File: config.mk
export PLATFORM = sky130hd
export DESIGN_NAME = writeback_arbiter
export DESIGN_NICKNAME = d
export VERILOG_FILES = /design/src/rtl/cpu_types.sv /design/src/rtl/writeback_fifo.sv /design/src/rtl/writeback_arbiter.sv
export SDC_FILE = /design/constraint.sdc
export NUM_CORES = 1
export LEC_CHECK = 0
export BUFFER_PORTS_ARGS = -buffer_cell sky130_fd_sc_hd__clkbuf_2
export CORE_AREA = 4 4 149 151
export CTS_CLUSTER_DIAMETER = 50
export CTS_CLUSTER_SIZE = 10
export DETAILED_ROUTE_END_ITERATION = 10
export DIE_AREA = 0 0 153 155
export GPL_TIMING_DRIVEN = 0
export HOLD_SLACK_MARGIN = 0.12
export PLACE_DENSITY = 0.66
export SLEW_MARGIN = 20
export SYNTH_ARGS = -nofsm -noshare
export SYNTH_HDL_FRONTEND = slang
export SYNTH_SLANG_ARGS = --single-unit
File: constraint.sdc
create_clock -name clk -period 2.72 [get_ports clk]
set_clock_uncertainty 0.2 [all_clocks]
set_input_delay 0.816 -clock clk [delete_from_list [all_inputs] [get_ports clk]]
set_output_delay 0.816 -clock clk [all_outputs]
set_load 0.05 [all_outputs]
File: src/rtl/cpu_types.sv
// cpu_types
// Shared types for the 4-thread barrel core writeback path.
// Contents:
//   XLEN, rs_addr_t   - datapath width and register address type
//   thread_id_t       - hardware thread id (2 bits)
//   NUM_THREADS       - thread count of the barrel core
//   wb_entry_t        - buffered result {thread, rd, data, killed}
//   rotDist()         - distance from a priority pointer in rotating order
package cpu_types;

  localparam int XLEN        = 32;
  localparam int RS_ADDR_W   = 5;
  localparam int NUM_THREADS = 4;

  typedef logic [RS_ADDR_W-1:0]             rs_addr_t;
  typedef logic [$clog2(NUM_THREADS)-1:0]   thread_id_t;

  typedef struct packed {
    thread_id_t      thread;
    rs_addr_t        rd;
    logic [XLEN-1:0] data;
    logic            killed;
  } wb_entry_t;

  // How many steps source idx sits behind base when walking upward with wrap.
  // The arbiter grants the live source with the smallest distance.
  function automatic int rotDist(input int idx, input int base, input int n);
    return (idx >= base) ? (idx - base) : (idx - base + n);
  endfunction

endpackage

File: src/rtl/writeback_fifo.sv
// writeback_fifo
// Per-source result buffer for the writeback arbiter. Holds DEPTH entries
// (DEPTH a power of 2, at least 2) and can mark every stored entry of one
// thread as killed, so flushed results drain without writing.
// Ports:
//   clk, rst            - clock, asynchronous active-low reset
//   i_push, i_entry     - write i_entry at the tail (caller guarantees !o_full)
//   i_pop               - drop the head (caller guarantees !o_empty)
//   i_killValid,
//   i_killThread        - mark entries of this thread killed, including a
//                         same-cycle push of that thread
//   o_head              - current head entry
//   o_full, o_empty     - occupancy flags from the registered count
module writeback_fifo
  import cpu_types::*;
#(
  parameter int DEPTH = 2
) (
  input  logic       clk,
  input  logic       rst,
  input  logic       i_push,
  input  wb_entry_t  i_entry,
  input  logic       i_pop,
  input  logic       i_killValid,
  input  thread_id_t i_killThread,
  output wb_entry_t  o_head,
  output logic       o_full,
  output logic       o_empty
);

  localparam int PTR_W = $clog2(DEPTH);
  localparam int CNT_W = PTR_W + 1;
  localparam logic [CNT_W-1:0] FULL_COUNT = CNT_W'(DEPTH);

  wb_entry_t        r_mem [DEPTH];
  logic [PTR_W-1:0] r_rdPtr;
  logic [PTR_W-1:0] r_wrPtr;
  logic [CNT_W-1:0] r_count;
  wb_entry_t        w_pushEntry;

  // An entry arriving in the same cycle as a flush of its thread is still
  // accepted, but it goes in already killed so it drains silently later.
  always_comb begin
    w_pushEntry        = i_entry;
    w_pushEntry.killed = i_entry.killed | (i_killValid && (i_entry.thread == i_killThread));
  end

  // Storage, pointers and count. Kill marking touches every slot; the slot
  // being pushed is free, so the later push assignment is the one that counts.
  always_ff @(posedge clk or negedge rst) begin
    if (!rst) begin
      for (int k = 0; k < DEPTH; k++) begin
        r_mem[k] <= '0;
      end
      r_rdPtr <= '0;
      r_wrPtr <= '0;
      r_count <= '0;
    end else begin
      for (int k = 0; k < DEPTH; k++) begin
        if (i_killValid && (r_mem[k].thread == i_killThread)) begin
          r_mem[k].killed <= 1'b1;
        end
      end
      if (i_push) begin
        r_mem[r_wrPtr] <= w_pushEntry;
        r_wrPtr        <= r_wrPtr + PTR_W'(1);
      end
      if (i_pop) begin
        r_rdPtr <= r_rdPtr + PTR_W'(1);
      end
      case ({i_push, i_pop})
        2'b10:   r_count <= r_count + CNT_W'(1);
        2'b01:   r_count <= r_count - CNT_W'(1);
        default: r_count <= r_count;
      endcase
    end
  end

  assign o_head  = r_mem[r_rdPtr];
  assign o_full  = (r_count == FULL_COUNT);
  assign o_empty = (r_count == '0);

endmodule

File: src/rtl/writeback_arbiter.sv
// writeback_arbiter
// Collects results from NUM_SRC execution units, buffers them per source and
// drives the single register-file write port, at most one write per cycle,
// with rotating priority. Flushed results and writes to x0 are dropped.
// Parameters: NUM_SRC (>= 2), FIFO_DEPTH (power of 2, >= 2)
// Ports:
//   clk, rst                   - clock, asynchronous active-low reset
//   src_valid/src_ready        - per-source handshake
//   src_thread/src_rd/src_data - per-source result, packed source 0 in LSBs
//   flush_valid/flush_thread   - kill all buffered results of one thread
//   thread_rd_id/rd_addr/
//   new_data/wr_en             - registered register-file write port
// Optional build macro WRITEBACK_BYPASS_EN adds bypass_valid, bypass_thread,
// bypass_addr and bypass_data, mirroring the write port for the read stage.
module writeback_arbiter
  import cpu_types::*;
#(
  parameter int NUM_SRC    = 2,
  parameter int FIFO_DEPTH = 2
) (
  input  logic                         clk,
  input  logic                         rst,
  input  logic [NUM_SRC-1:0]           src_valid,
  output logic [NUM_SRC-1:0]           src_ready,
  input  logic [NUM_SRC*2-1:0]         src_thread,
  input  logic [NUM_SRC*RS_ADDR_W-1:0] src_rd,
  input  logic [NUM_SRC*XLEN-1:0]      src_data,
  input  logic                         flush_valid,
  input  logic [1:0]                   flush_thread,
  output logic [1:0]                   thread_rd_id,
  output logic [RS_ADDR_W-1:0]         rd_addr,
  output logic [XLEN-1:0]              new_data,
  output logic                         wr_en
`ifdef WRITEBACK_BYPASS_EN
  ,
  output logic                         bypass_valid,
  output logic [1:0]                   bypass_thread,
  output logic [RS_ADDR_W-1:0]         bypass_addr,
  output logic [XLEN-1:0]              bypass_data
`endif
);

  localparam int SRC_W = $clog2(NUM_SRC);
  localparam logic [SRC_W-1:0] LAST_SRC = SRC_W'(NUM_SRC - 1);

  wb_entry_t             w_head [NUM_SRC];
  logic [NUM_SRC-1:0]    w_full;
  logic [NUM_SRC-1:0]    w_empty;
  logic [NUM_SRC-1:0]    w_push;
  logic [NUM_SRC-1:0]    w_pop;
  logic [NUM_SRC-1:0]    w_dead;
  logic [NUM_SRC-1:0]    w_live;

  logic                  w_grantValid;
  logic [SRC_W-1:0]      w_grantIdx;
  int                    w_bestDist;
  thread_id_t            w_grantThread;
  rs_addr_t              w_grantRd;
  logic [XLEN-1:0]       w_grantData;
  logic [SRC_W-1:0]      w_nextPrio;

  logic [SRC_W-1:0]      r_prio;
  logic                  r_wrEn;
  thread_id_t            r_thread;
  rs_addr_t              r_addr;
  logic [XLEN-1:0]       r_data;

  for (genvar g = 0; g < NUM_SRC; g++) begin : g_src
    wb_entry_t w_inEntry;

    assign w_inEntry = '{thread: src_thread[g*2 +: 2],
                         rd:     src_rd[g*RS_ADDR_W +: RS_ADDR_W],
                         data:   src_data[g*XLEN +: XLEN],
                         killed: 1'b0};

    // Ready comes from the registered count alone; a pop in the same cycle
    // does not free a slot until the next cycle.
    assign src_ready[g] = ~w_full[g];
    assign w_push[g]    = src_valid[g] & ~w_full[g];

    writeback_fifo #(
      .DEPTH (FIFO_DEPTH)
    ) u_fifo (
      .clk          (clk),
      .rst          (rst),
      .i_push       (w_push[g]),
      .i_entry      (w_inEntry),
      .i_pop        (w_pop[g]),
      .i_killValid  (flush_valid),
      .i_killThread (flush_thread),
      .o_head       (w_head[g]),
      .o_full       (w_full[g]),
      .o_empty      (w_empty[g])
    );

    // A same-cycle flush of the head's thread makes it dead at once, so a
    // flush always beats a grant of a matching head.
    assign w_dead[g] = ~w_empty[g] &
                       (w_head[g].killed | (w_head[g].rd == '0) |
                        (flush_valid & (w_head[g].thread == flush_thread)));
    assign w_live[g] = ~w_empty[g] & ~w_dead[g];

    // Dead heads drain alongside whichever live head wins the grant.
    assign w_pop[g]  = w_dead[g] | (w_grantValid & (w_grantIdx == SRC_W'(g)));
  end

  // Rotating priority: the live head nearest to r_prio (walking upward with
  // wrap) wins. The winner's fields are captured here so the output
  // registers never index the head array with the grant index.
  always_comb begin
    w_grantValid  = 1'b0;
    w_grantIdx    = '0;
    w_bestDist    = NUM_SRC;
    w_grantThread = '0;
    w_grantRd     = '0;
    w_grantData   = '0;
    for (int i = 0; i < NUM_SRC; i++) begin
      if (w_live[i] && (rotDist(i, int'(r_prio), NUM_SRC) < w_bestDist)) begin
        w_bestDist    = rotDist(i, int'(r_prio), NUM_SRC);
        w_grantValid  = 1'b1;
        w_grantIdx    = SRC_W'(i);
        w_grantThread = w_head[i].thread;
        w_grantRd     = w_head[i].rd;
        w_grantData   = w_head[i].data;
      end
    end
  end

  // The source after the winner gets highest priority next; wrap explicitly
  // so non power-of-2 source counts also work.
  always_comb begin
    w_nextPrio = (w_grantIdx == LAST_SRC) ? '0 : (w_grantIdx + SRC_W'(1));
  end

  // Write-port registers and priority pointer. Without a grant the strobe
  // drops while address/data/thread hold, and the pointer stays put.
  always_ff @(posedge clk or negedge rst) begin
    if (!rst) begin
      r_wrEn   <= 1'b0;
      r_thread <= '0;
      r_addr   <= '0;
      r_data   <= '0;
      r_prio   <= '0;
    end else begin
      r_wrEn <= w_grantValid;
      if (w_grantValid) begin
        r_thread <= w_grantThread;
        r_addr   <= w_grantRd;
        r_data   <= w_grantData;
        r_prio   <= w_nextPrio;
      end
    end
  end

  assign wr_en        = r_wrEn;
  assign thread_rd_id = r_thread;
  assign rd_addr      = r_addr;
  assign new_data     = r_data;

`ifdef WRITEBACK_BYPASS_EN
  assign bypass_valid  = r_wrEn;
  assign bypass_thread = r_thread;
  assign bypass_addr   = r_addr;
  assign bypass_data   = r_data;
`endif

endmodule
Word level (Yosys, flattened, before mapping)
Index checks and enable logic that the tools add are counted.
{"block": "totals", "reg_bits": 209, "latchBits": 0, "mem_bits_rw": 0, "romBits": 0, "inputBits": 85, "out_inout_bits": 42, "wordCells": 137, "memories": 0}
{"block": "classes", "add_sub_neg": 12, "mul": 0, "div_mod_pow": 0, "n_lt_le_gt_ge": 9, "n_eq_ne": 14, "shift": 0, "muxes": 32, "bitwise": 27, "reduce_logical": 16}
{"cell": "$mux W40", "n": 8}
{"cell": "$bwmux W80", "n": 2}
{"cell": "$mux W32", "n": 4}
{"cell": "$mux W41", "n": 2}
{"cell": "$demux W40 S1", "n": 2}
{"cell": "$lt A32 B3 Y1 const B", "n": 1}
{"cell": "$lt A32 B32 Y1", "n": 1}
{"cell": "$eq A2 B2 Y1", "n": 8}
{"cell": "$and A1 B1 Y1", "n": 10}
{"cell": "$logic_and A1 B1 Y1", "n": 10}
{"cell": "$logic_not A5 Y1", "n": 2}
{"cell": "$mux W5", "n": 2}
{"cell": "$eq A2 B2 Y1 const B", "n": 4}
{"cell": "$ge A2 B2 Y1 const B", "n": 4}
{"cell": "$mux W1", "n": 8}
{"cell": "$not A1 Y2", "n": 4}
{"cell": "$pmux W2 S2", "n": 2}
{"cell": "$not A1 Y1", "n": 7}
{"cell": "$or A1 B1 Y1", "n": 6}
{"cell": "$add A1 B1 Y1 const B", "n": 5}
{"cell": "$add A2 B1 Y2 const B", "n": 2}
{"cell": "$add A2 B3 Y4 const B", "n": 1}
{"cell": "$eq A2 B1 Y1 const B", "n": 2}
{"cell": "$logic_not A2 Y1", "n": 2}
{"cell": "other kinds (6)", "n": 11}

Logic depth before layout (Yosys ltp)
{"block": "logic_depth", "word_depth": 20, "mapped_depth": 10, "ltp_nobuf": 8}

Hierarchy
From an unflattened synthesis, not the netlist that was laid out.
{"block": "hier_totals", "cells_unflattened": 643, "area_unflattened_um2": 9880.7}
{"mod": "writeback_fifo", "instances": 2, "cells_per_inst": 239, "area_each_um2": 3937.5, "seq_area_each_um2": 2102.0}
{"mod": "writeback_arbiter", "instances": 1, "cells_per_inst": 165, "area_each_um2": 2005.7, "seq_area_each_um2": 1026.0}

Least setup slack after synthesis
No wires, ideal clock.
{"block": "synth_timing", "kind": "input to register", "startpoint": "input port flush_thread[1]", "endpoint": "register g_src[0].u_fifo.r_count[1]", "setup_ps": 79, "arrival_ps": 2620, "required_ps": 2441, "path_slack_ps": -179, "stages": 8, "path_buffers": 2, "cell_sequence": "buf_2 xor2_1 a311o_1 buf_6 o32a_1 ha_1 nor2_1 xor2_1"}
{"block": "synth_via", "elab_chain_cells": 16, "word_cells_on_any_way": 26, "cone_classes": "order compare: 1; eq/ne: 4; mux: 5; bitwise: 13; reduce/logical: 3"}
{"element": "from (decl)", "line": "writeback_arbiter.sv:29", "source": "input logic [1:0] flush_thread,"}
{"element": "$eq A2 B2 Y1", "line": "writeback_arbiter.sv:100", "source": "(flush_valid & (w_head[g].thread == flush_thread)));"}
{"element": "$and A1 B1 Y1", "line": "writeback_arbiter.sv:100"}
{"element": "$or A1 B1 Y1", "line": "writeback_arbiter.sv:99", "source": "(w_head[g].killed | (w_head[g].rd == '0) |"}
{"element": "$and A1 B1 Y1", "line": "writeback_arbiter.sv:98", "source": "assign w_dead[g] = ~w_empty[g] &"}
{"element": "$not A1 Y1", "line": "writeback_arbiter.sv:101", "source": "assign w_live[g] = ~w_empty[g] & ~w_dead[g];"}
{"element": "$and A1 B1 Y1", "line": "writeback_arbiter.sv:101"}
{"element": "$logic_and A1 B1 Y1", "line": "writeback_arbiter.sv:118", "source": "if (w_live[i] && (rotDist(i, int'(r_prio), NUM_SRC) < w_bestDist)) begin"}
{"element": "$mux W32", "line": "writeback_arbiter.sv:118"}
{"element": "$lt A32 B32 Y1", "line": "writeback_arbiter.sv:118"}
{"element": "$logic_and A1 B1 Y1", "line": "writeback_arbiter.sv:118"}
{"element": "$mux W1", "line": "writeback_arbiter.sv:118"}
{"element": "$not A1 Y1", "line": "writeback_arbiter.sv:104", "source": "assign w_pop[g] = w_dead[g] | (w_grantValid & (w_grantIdx == SRC_W'(g)));"}
{"element": "$and A1 B1 Y1", "line": "writeback_arbiter.sv:104"}
{"element": "$or A1 B1 Y1 *", "line": "writeback_arbiter.sv:104"}
{"element": "$eq A2 B1 Y1 / $eq A2 B2 Y1 (equally long branches)", "line": "writeback_fifo.sv:71", "source": "case ({i_push, i_pop})"}
{"element": "$pmux W2 S2 / $reduce_bool A2 Y1 (equally long branches)"}
{"element": "to (signal assigned)", "line": "writeback_fifo.sv:72", "source": "2'b10: r_count <= r_count + CNT_W'(1);"}
{"element": "to (signal assigned)", "line": "writeback_fifo.sv:73", "source": "2'b01: r_count <= r_count - CNT_W'(1);"}
{"element": "to (signal assigned)", "line": "writeback_fifo.sv:74", "source": "default: r_count <= r_count;"}
{"element": "to (decl)", "line": "writeback_fifo.sv:38", "source": "logic [CNT_W-1:0] r_count;"}
Mark *: on every way between the ends. The rest lies on a longest branch, timed or not.
A chain may end at the register's enable or synchronous reset.

Worst setup path in the final report
{"block": "layout_timing", "startpoint": "register g_src[1].u_fifo.r_rdPtr", "endpoint": "register g_src[0].u_fifo.r_count[1]"}
{"block": "layout_via", "elab_chain_cells": 17, "word_cells_on_any_way": 22, "cone_classes": "eq/ne: 3; mux: 6; bitwise: 10; reduce/logical: 3"}
{"element": "from (decl)", "line": "writeback_fifo.sv:36", "source": "logic [PTR_W-1:0] r_rdPtr;"}
{"element": "from (signal assigned)", "line": "writeback_fifo.sv:69", "source": "r_rdPtr <= r_rdPtr + PTR_W'(1);"}
{"element": "$not A1 Y2 (implied by the code) *", "line": "writeback_fifo.sv:79", "source": "assign o_head = r_mem[r_rdPtr];"}
{"element": "$mux W40 (implied by the code) * (3 in a row)", "line": "writeback_fifo.sv:79"}
{"element": "$logic_not A5 Y1 / $eq A2 B2 Y1 (equally long branches)", "line": "writeback_arbiter.sv:99, writeback_arbiter.sv:100"}
{"element": "$or A1 B1 Y1 / $and A1 B1 Y1 (equally long branches)", "line": "writeback_arbiter.sv:99, writeback_arbiter.sv:100"}
{"element": "$or A1 B1 Y1 *", "line": "writeback_arbiter.sv:99"}
{"element": "$and A1 B1 Y1 *", "line": "writeback_arbiter.sv:98"}
{"element": "$not A1 Y1 *", "line": "writeback_arbiter.sv:101"}
{"element": "$and A1 B1 Y1 *", "line": "writeback_arbiter.sv:101"}
{"element": "$logic_and A1 B1 Y1 *", "line": "writeback_arbiter.sv:118"}
{"element": "$mux W1", "line": "writeback_arbiter.sv:118"}
{"element": "$not A1 Y1", "line": "writeback_arbiter.sv:104"}
{"element": "$and A1 B1 Y1 *", "line": "writeback_arbiter.sv:104"}
{"element": "$or A1 B1 Y1 *", "line": "writeback_arbiter.sv:104"}
{"element": "$eq A2 B1 Y1 / $eq A2 B2 Y1 (equally long branches)", "line": "writeback_fifo.sv:71"}
{"element": "$pmux W2 S2 / $reduce_bool A2 Y1 (equally long branches)"}
Mark *: on every way between the ends. The rest lies on a longest branch, timed or not. The select of a mux whose other input is x is not followed.

==> metrics.cfg <==
[cells_and_area]
final_cell_mix = 209 x dfrtp_1, 162 x mux2_2, 126 x clkbuf_2, 72 x mux2i_1, 39 x nand3_1
diodes = 0
fin_cells = 1092
layout-drive-gt1-share_pct = 44.92
fillers = 1789
areaGrowthSynthToFinish_pct = 21.80
post-route-cell-area_um2 = 11230
layout_commonest_cell = dfrtp_1
final_nets = 896
finalCoreUtilization_pct = 53.91

[detailed_routing]
drt_iter0_markers = 279
drc = 0
drtAntennaViolNets = 0
vias = 6106
routedWlPerCell_um = 21.02
via_per_inst = 5.592
drt_first_pass_iters = 6
wirelength_um = 22950

[synthesis]
synth_edf_count = 0
synth_fp_nets = 737
ys.flop_type = dfrtp_1
syn_inst = 650
yosysUniqueCellTypes = 41
synthesis.area_um2 = 9216
synth_seq_cells = 209
ys_seq_area_share_pct = 56.75
synth_warnings = 0
synthArstFlopShare_pct = 100.0
avgSynthCellArea_um2 = 14.18

[placed_design]
dp_hpwl_um = 16220
portBuffers = 124
gp_congestion = 0.7904
place_area_um2 = 10280
preCtsSetupSlack_ns = -0.2609
dpl.cell_count = 1051

[clocking]
clk_pin_slew_ns = 0.05
cts_tree = done
cts.sinks = 209
clockBufferDepth = 3
htree_levels = 1
clk_latency_ns = 0.52
cts-root-buf = clkbuf_16
numCtsBuffers = 26

[power_and_ir_drop]
p_leak_nw = 5.022
total_power_mw = 17.15
p_per_area_nw_per_um2 = 1528
peakVddDrop_v = 0.001105

[timing]
rsz0062_at_grt = true
max_freq_mhz = 366.6
hold_ws_ns = 0.3018
fin_crit_ns = 2.727
worst_slack_ns = -0.007411
finalHoldViolCount = 0
drv_slew = 0
period_share_pct = 100.3
setup_violations = 1
tightest_slew_ns = 0.9717
slew_headroom_pct = 35.22
finalSetupTns_ns = -0.007411

[global_route]
grt.total_usage_pct = 19.08
grt_start_max_net_pins = 81
grt_pass1_vias = 6634
antenna_found_initial = 1
grt_overflow = 0
grt_first_pass_wirelength_um = 36180

[floorplan]
start_util_pct = 44.26
die_h_um = 155
die_x_um = 153
ioPinCount = 127
row_count = 53
die_area_um2 = 23720
core_area_um2 = 20820

[worst_setup_path]
crit_arrival_ns = 2.96
path_cells = buf_6 > mux2i_4 > xor2_4 > a311o_1 > buf_6 > o32a_1 > ha_4 > xnor2_2 > nor2_1 > xor2_1
end_kind = register
cp_max_fo = 10
crit_type = register to register
startpoint_type = register
crit_path_top_delay_cell = a311o_1
rrSetupSlack_ns = -0.007
worst-path-buf-inv = 2
crit_path_frequent_cell = buf_6
cp.required_ns = 2.96
max_stage_delay_ns = 0.38
crit_family = compound AO/OA/AOI/OAI gates

[worst_hold_path]
min_path_type = register to register

[run_status]
violations = setup timing
status = finished with violations

[run]
cap_viol_max_count = 0

-- cell families after synthesis --
group	synth area share (%)
fa+ha+maj	0.2715
flops	56.75
xor+xnor	2.376
buf+inv	2.552
mux	28.16
compound gates	6.272
simple gates	3.625
-- cells in the mapped netlist, types with 2 or more instances --
| cell type | number | share of area [%] |
|---|---|---|
| nand2b_1 | 4 | 0.27 |
| buf_2 | 14 | 0.76 |
| nand3_1 | 39 | 2.1 |
| o21ai_0 | 2 | 0.11 |
| a221o_1 | 5 | 0.54 |
| nor4b_1 | 2 | 0.19 |
| ha_1 | 2 | 0.27 |
| dfrtp_1 | 209 | 57 |
| nor3b_1 | 2 | 0.16 |
| a31oi_1 | 3 | 0.20 |
| a311oi_1 | 2 | 0.19 |
| a21oi_1 | 2 | 0.11 |
| clkbuf_1 | 18 | 0.73 |
| xor2_1 | 6 | 0.57 |
| o21a_1 | 2 | 0.16 |
| nor2_1 | 5 | 0.20 |
| a2111oi_0 | 5 | 0.48 |
| buf_1 | 8 | 0.33 |
| o221ai_1 | 30 | 2.9 |
| buf_6 | 5 | 0.61 |
| mux2_2 | 162 | 20 |
| mux2i_1 | 77 | 8.4 |
| xnor2_1 | 19 | 1.8 |
| nand2_1 | 5 | 0.20 |
| o221ai_2 | 4 | 0.65 |
| nor3_1 | 2 | 0.11 |
| nor4_1 | 2 | 0.14 |
-- area by class of cell --
| class | instances | area (um^2) | share of cell area, % |
|---|---|---|---|
| Multi-Input combinational cell | 394 | 3876 | 34.53 |
| Buffer | 46 | 261.5 | 2.329 |
| Clock buffer | 33 | 718.2 | 6.398 |
| Timing Repair Buffer | 131 | 724.4 | 6.453 |
| Clock inverter | 3 | 67.56 | 0.6019 |
| Tap cell | 275 | 344.1 | 3.065 |
| Sequential cell | 209 | 5230 | 46.59 |
| Inverter | 1 | 3.754 | 0.03344 |
-- routing by layer --
layer	track usage (%)	up-vias	routed length, um
met1	24.66	3174	9905
li1	-	2737	-
met4	4.540	2	458
met3	3.783	32	1238
met5	0	-	8
met2	33.38	161	11340
-- report_power, final --
part,switching [mW],leakage [nW],internal [mW],total (mW)
clock network,1.19,0.380,2.01,3.20
registers,0.970,2.48,4.79,5.76
logic,4.63,2.16,3.57,8.19
-- path summary, 6_finish.rpt --
path,start,end,depth (start not counted)
setup / recovery,g_src[1].u_fifo.r_rdPtr$_DFFE_PN0P_,g_src[0].u_fifo.r_count[1]$_DFFE_PN0P_,10
hold / removal,g_src[1].u_fifo.r_count[1]$_DFFE_PN0P_,g_src[1].u_fifo.r_count[1]$_DFFE_PN0P_,1
setup reg to reg,g_src[1].u_fifo.r_rdPtr$_DFFE_PN0P_,g_src[0].u_fifo.r_count[1]$_DFFE_PN0P_,10
hold reg to reg,g_src[1].u_fifo.r_count[1]$_DFFE_PN0P_,g_src[1].u_fifo.r_count[1]$_DFFE_PN0P_,1
max in group asynchronous,rst,g_src[0].u_fifo.r_mem[61]$_DFFE_PN0P_,3
min in group asynchronous,rst,g_src[0].u_fifo.r_mem[33]$_DFFE_PN0P_,2
-- timing repair --
item / CTS / global route
pin swaps: 0 / 1
endpoints found under the hold margin: 27 / 0
resized for setup: 6 / 15
hold buffers: 1 / 0
setup endpoints to repair: 12 / 46
setup buffers: 0 / 4
-- sequential cells by signal, indices dropped and copies added, names as in the netlist, 2 cells and up --
signal / cells
g_src.u_fifo.r_count: 4
rd_addr: 5
g_src.u_fifo.r_wrPtr: 2
new_data: 32
g_src.u_fifo.r_mem: 160
thread_rd_id: 2
g_src.u_fifo.r_rdPtr: 2
No activity file was read; power rests on OpenSTA's default activity.
